File: src/rtl/accel_pkg.sv
// Shared constants and state types for the accelerator host link.
package accel_pkg;

    // Command bytes decoded by the host command handler.
    localparam logic [7:0] CMD_LOAD_A = 8'd0;
    localparam logic [7:0] CMD_LOAD_B = 8'd1;
    localparam logic [7:0] CMD_COMM   = 8'd2;

    // Default sizing of the result vector and UART bit timing.
    localparam int DEFAULT_NBYTES       = 1024;
    localparam int DEFAULT_ADDR_W       = 10;
    localparam int DEFAULT_CLKS_PER_BIT = 100;

    // Control FSM that walks the result memory.
    typedef enum logic [2:0] {
        CTRL_IDLE,
        CTRL_FETCH,
        CTRL_WAIT,
        CTRL_LOAD,
        CTRL_SEND,
        CTRL_DONE
    } tx_ctrl_state_t;

    // Per-frame serializer states.
    typedef enum logic [1:0] {
        TX_IDLE,
        TX_START,
        TX_DATA,
        TX_STOP
    } tx_bit_state_t;

endpackage

File: src/rtl/uart_tx.sv
// 8N1 UART serializer; interface mirrors uart_rx for loopback use.
module uart_tx
    import accel_pkg::*;
#(
    parameter int CLKS_PER_BIT = DEFAULT_CLKS_PER_BIT
) (
    input  logic       Clock,
    input  logic       reset,
    input  logic       Tx_DV,
    input  logic [7:0] Tx_Byte,
    output logic       Tx_Serial,
    output logic       Tx_Done
);

    localparam int               CNT_W    = (CLKS_PER_BIT > 1) ? $clog2(CLKS_PER_BIT) : 1;
    localparam logic [CNT_W-1:0] LAST_CNT = CNT_W'(CLKS_PER_BIT - 1);

    tx_bit_state_t    bit_state, bit_state_nxt;
    logic [CNT_W-1:0] baud_cnt, baud_cnt_nxt;
    logic [2:0]       bit_idx, bit_idx_nxt;
    logic [7:0]       tx_shift, tx_shift_nxt;
    logic             serial_nxt;
    logic             bit_end;

    assign bit_end = (baud_cnt == LAST_CNT);
    // Frame end is flagged on the last cycle of the stop bit.
    assign Tx_Done = (bit_state == TX_STOP) && bit_end;

    // State register; the line value is a flop so Tx_Serial has no input path.
    always_ff @(posedge Clock) begin
        if (reset) begin
            bit_state <= TX_IDLE;
            baud_cnt  <= '0;
            bit_idx   <= '0;
            tx_shift  <= '0;
            Tx_Serial <= 1'b1;
        end else begin
            // NOTE: non-blocking assignments so every flop samples pre-edge values.
            bit_state <= bit_state_nxt;
            baud_cnt  <= baud_cnt_nxt;
            bit_idx   <= bit_idx_nxt;
            tx_shift  <= tx_shift_nxt;
            Tx_Serial <= serial_nxt;
        end
    end

    // Next-state logic: each bit lasts CLKS_PER_BIT cycles, data shifted out LSB first.
    always_comb begin
        // NOTE: every signal gets a default first, so no path can infer a latch.
        bit_state_nxt = bit_state;
        baud_cnt_nxt  = baud_cnt + CNT_W'(1);
        bit_idx_nxt   = bit_idx;
        tx_shift_nxt  = tx_shift;
        serial_nxt    = Tx_Serial;
        unique case (bit_state)
            TX_IDLE: begin
                baud_cnt_nxt = '0;
                bit_idx_nxt  = '0;
                serial_nxt   = 1'b1;
                if (Tx_DV) begin
                    tx_shift_nxt  = Tx_Byte;
                    serial_nxt    = 1'b0;
                    bit_state_nxt = TX_START;
                end
            end
            TX_START: begin
                if (bit_end) begin
                    baud_cnt_nxt  = '0;
                    serial_nxt    = tx_shift[0];
                    bit_state_nxt = TX_DATA;
                end
            end
            TX_DATA: begin
                if (bit_end) begin
                    baud_cnt_nxt = '0;
                    if (bit_idx == 3'd7) begin
                        serial_nxt    = 1'b1;
                        bit_state_nxt = TX_STOP;
                    end else begin
                        bit_idx_nxt  = bit_idx + 3'd1;
                        tx_shift_nxt = tx_shift >> 1;
                        serial_nxt   = tx_shift[1];
                    end
                end
            end
            TX_STOP: begin
                if (bit_end) begin
                    baud_cnt_nxt  = '0;
                    bit_state_nxt = TX_IDLE;
                end
            end
            default: bit_state_nxt = TX_IDLE;
        endcase
    end

endmodule

File: src/rtl/result_uart_tx.sv
// Streams NBYTES of result memory to the host as back-to-back 8N1 frames.
module result_uart_tx
    import accel_pkg::*;
#(
    parameter int CLKS_PER_BIT = DEFAULT_CLKS_PER_BIT,
    parameter int NBYTES       = DEFAULT_NBYTES,
    parameter int ADDR_W       = DEFAULT_ADDR_W
) (
    input  logic              Clock,
    input  logic              reset,
    input  logic              start,
    output logic [ADDR_W-1:0] rd_addr,
    input  logic [7:0]        rd_data,
    output logic              Tx_Serial,
    output logic              busy,
    output logic              done
);

    localparam logic [ADDR_W-1:0] LAST_ADDR = ADDR_W'(NBYTES - 1);

    tx_ctrl_state_t    state, state_nxt;
    logic [ADDR_W-1:0] rd_addr_nxt;
    logic              busy_nxt;
    logic              done_nxt;
    logic              tx_dv;
    logic              tx_done;

    // Control state and registered outputs.
    always_ff @(posedge Clock) begin
        if (reset) begin
            state   <= CTRL_IDLE;
            rd_addr <= '0;
            busy    <= 1'b0;
            done    <= 1'b0;
        end else begin
            state   <= state_nxt;
            rd_addr <= rd_addr_nxt;
            busy    <= busy_nxt;
            done    <= done_nxt;
        end
    end

    // Walk addresses 0..NBYTES-1, one frame per byte, then pulse done.
    always_comb begin
        state_nxt   = state;
        rd_addr_nxt = rd_addr;
        busy_nxt    = busy;
        done_nxt    = 1'b0;
        tx_dv       = 1'b0;
        unique case (state)
            CTRL_IDLE: begin
                busy_nxt = 1'b0;
                if (start) begin
                    rd_addr_nxt = '0;
                    busy_nxt    = 1'b1;
                    state_nxt   = CTRL_FETCH;
                end
            end
            CTRL_FETCH: state_nxt = CTRL_WAIT;
            CTRL_WAIT: begin
                // Read data is valid here; the serializer latches it on the edge
                // into LOAD, so the start bit leaves two cycles after FETCH.
                tx_dv     = 1'b1;
                state_nxt = CTRL_LOAD;
            end
            CTRL_LOAD: state_nxt = CTRL_SEND;
            CTRL_SEND: begin
                if (tx_done) begin
                    if (rd_addr == LAST_ADDR) begin
                        done_nxt    = 1'b1;
                        busy_nxt    = 1'b0;
                        rd_addr_nxt = '0;
                        state_nxt   = CTRL_DONE;
                    end else begin
                        rd_addr_nxt = rd_addr + ADDR_W'(1);
                        state_nxt   = CTRL_FETCH;
                    end
                end
            end
            CTRL_DONE: state_nxt = CTRL_IDLE;
            default:   state_nxt = CTRL_IDLE;
        endcase
    end

    uart_tx #(
        .CLKS_PER_BIT(CLKS_PER_BIT)
    ) u_uart_tx (
        .Clock    (Clock),
        .reset    (reset),
        .Tx_DV    (tx_dv),
        .Tx_Byte  (rd_data),
        .Tx_Serial(Tx_Serial),
        .Tx_Done  (tx_done)
    );

endmodule

File: config.mk
export PLATFORM = sky130hd
export DESIGN_NAME = result_uart_tx
export DESIGN_NICKNAME = d
export VERILOG_FILES = /design/src/rtl/accel_pkg.sv /design/src/rtl/uart_tx.sv /design/src/rtl/result_uart_tx.sv
export SDC_FILE = /design/constraint.sdc
export NUM_CORES = 1
export LEC_CHECK = 0
export ABC_AREA = 0
export BUFFER_PORTS_ARGS = -buffer_cell sky130_fd_sc_hd__buf_2
export CORE_UTILIZATION = 58
export DETAILED_ROUTE_END_ITERATION = 10
export PLACE_DENSITY_LB_ADDON = 0.12
export SYNTH_ARGS = -nofsm -noshare
export SYNTH_HDL_FRONTEND = slang
export SYNTH_SLANG_ARGS = --single-unit
File: constraint.sdc
create_clock -name Clock -period 2 [get_ports Clock]
set_input_delay 0.4 -clock Clock [delete_from_list [all_inputs] [get_ports Clock]]
set_output_delay 0.4 -clock Clock [all_outputs]
set_load 0.02 [all_outputs]
==> flow_summary.ini <==
[logic_synthesis]
yosys.area.top_type = dfxtp_1
synth_area_leaders = dfxtp_1, ha_1, a21oi_1
syn_nets = 251
synthArstFlopShare_pct = 0
synth.top_cell.area_share_pct = 35.0
syn_area_mm2 = 0.00206
yosysSeqAreaShare_pct = 35.0
synthDistinctLibCells = 60
syn_inst = 231
synth_edf_count = 0
ys_warn_count = 0
synthFlopType = dfxtp_1
ys_ff_latch = 36
syn_avg_cell_area_um2 = 8.92

[final_layout]
nets = 277
area_growth_pct = 12.9
antenna_cells = 0
fillerInstances = 309
final_common_cell = dfxtp_1
layout_common_cells = dfxtp_1, buf_2, a21oi_1
instances_no_fill = 304
drive_gt1_share_pct = 21.7
post-route-util_pct = 69.1

[floorplanning]
coreArea_mm2 = 0.00336
ios = 24
initial_core_util_pct = 61.2
fp.dieH_um = 61.6
dieArea_mm2 = 0.00379
row_count = 21
die_width_um = 61.6

[pwr]
power_density_mw_per_mm2 = 1050
p_total_w = 0.00244
swShare_pct = 37.2
p_clk_share_pct = 21.4
power_frac_seq_pct = 37.0
leakagePower_nw = 0.838
switching_power_w = 0.000908
ir_drop_mv = 1.07
p_int_w = 0.00153
combPwrFrac_pct = 41.6

[global_routing]
antenna_found_initial = 0
grt-ovfl-total = 0
grt_pass1_wl_um = 7140
grt_use_met1_pct = 28.8
grt_use_met3_pct = 6.72
grt_pass1_vias = 1636
grtUsageMet2_pct = 46.9
grt_max_degree = 34
grt_use_total_pct = 25.4
top_usage_layer = met2

[sta]
setup_tns_ns = 0
skew_ns = 0.0162
setup_viol = 0
drv_slew = 0
rsz0062_at_grt = no
fin_crit_sh_pct = 91.8
fmax_mhz = 544
tightest_slew_ns = 0.646
min_period_ns = 1.84
hold_viol = 0
max-slew-margin-rel_pct = 56.9

[setup_path]
cp-start-kind = register
required_ns = 2.30
crit_slowest_cell = nor4_2
path_class = register to register
crit-reg2reg-launch = u_uart_tx.baud_cnt[0]
critical_path.max_stage_delay_ns = 0.48
end_kind = register
startpoint = u_uart_tx.baud_cnt[0]
cp_cell_sequence = ha_1, and4bb_2, nand2_2, nor4_2, a221o_1
cp.arrival_ns = 2.13
crit_fanout = 7

[cts]
clock-sinks = 36
htreeDepth = 2
path_clk_slew_ns = 0.12
cts_inserted_buffers = 5
clk_latency_ns = 0.35
clock_path_buffers = 2
root_buffer = clkbuf_4
cts_tree = built

[outcome]
status = complete, no violations

[detailed_routing]
detail-route-antenna-nets = 0
viasPerCell = 6.19
drc = 0
wl_um = 4510
first_pass_iters = 4
wl_per_cell_um = 14.8
vias = 1882
drt-initial-drc-count = 129

[worst_hold_path]
hp-start = rd_data[7]
hp-class = primary input to register

[placement]
dp_cells = 296
place_congestion = 0.904
portBuffers = 23
hpwl_um = 3130

[job]
max_cap_viol_count = 0
==> worst max-delay path: cells and delay by family (launching register included) <==
kind | cells | cell delay, ns
compound gates | 1 | 0.24
flops | 1 | 0.37
simple gates | 3 | 0.95
fa+ha+maj | 1 | 0.24
==> metal layers <==
metal	wire (µm)	part of all wire [%]
met3	174	3.9
met4	43	0.95
met1	1990	44
met5	0	0
met2	2300	51
==> kinds of logic after synthesis <==
| family | Yosys count | synth area share (%) |
|---|---|---|
| and+or+nand+nor | 88 | 24.8 |
| adders and majority gates | 9 | 5.47 |
| xor gates and xnor gates | 6 | 2.55 |
| buffers and inverters | 20 | 5.22 |
| DFF | 36 | 35.0 |
| muxes | 8 | 3.95 |
| AOI/OAI and AO/OA | 64 | 23.0 |
==> synth_stat cells (3+ instances only) <==
cell type and instances:
inv_1 5, buf_2 4, a21oi_1 18, nor2b_1 3, nand2_1 12, nor2_1 17, nand2b_1 5, nand4_1 7
nor4_1 3, ha_1 9, mux2i_1 7, buf_6 3, nor3_1 4, a31oi_1 7, a311oi_1 8, o21ai_0 7
xnor2_1 4, nand3b_1 3, clkbuf_1 5, nand3_1 12, o211ai_1 3, or2_2 3, dfxtp_1 36
==> area by class of cell <==
| type | instances | area [µm²] | area share (%) |
|---|---|---|---|
| Inverter | 5 | 18.8 | 0.807 |
| Sequential cell | 36 | 721 | 31.0 |
| Tap cell | 46 | 57.6 | 2.48 |
| Clock inverter | 3 | 42.5 | 1.83 |
| Multi-Input combinational cell | 175 | 1240 | 53.2 |
| Timing Repair Buffer | 34 | 210 | 9.04 |
| Clock buffer | 5 | 37.5 | 1.61 |
==> power groups by stage <==
stage / clock network (W) / logic [W] / registers (W)
after floorplan: 0 / 0.000762 / 0.000908
after global placement: 0 / 0.000975 / 0.000913
after detailed placement: 0 / 0.000993 / 0.000918
after CTS: 0.000529 / 0.00101 / 0.000902
after global routing: 0.000554 / 0.00112 / 0.000919
final: 0.000522 / 0.00102 / 0.000904
==> sequential cells by signal, indices dropped and copies added (netlist names) <==
signal and flops:
u_uart_tx.tx_shift 8, state 3, rd_addr 10, u_uart_tx.bit_state 2, busy 1, u_uart_tx.bit_idx 3
done 1, u_uart_tx.baud_cnt 7, u_uart_tx.Tx_Serial 1
==> final timing paths <==
| path | end | slack, ns | cells after the start |
|---|---|---|---|
| setup reg to reg | rd_addr[5] | 0.16 | 5 |
| hold / removal | u_uart_tx.tx_shift[7] | 0.34 | 3 |
| hold reg to reg | u_uart_tx.baud_cnt[0] | 0.46 | 1 |
| setup / recovery | rd_addr[5] | 0.16 | 5 |
==> repair_timing <==
item | in CTS | in global routing
hold buffers | 0 | 0
resized for setup | 0 | 2
setup buffers | 0 | 0
endpoints found under the setup margin | 0 | 6
==> stage by stage <==
stage                     cell area, µm²  worst slack, ns  hold WS [ns]
final                               2320            0.163         0.341
after global routing                2320           0.0253         0.342
after CTS                           2320            0.115         0.330
after detailed placement            2240            0.125         0.443
after global placement              2240            0.196         0.432
after floorplan                     2060            0.125         0.418
Power figures use the tool's default switching activity.
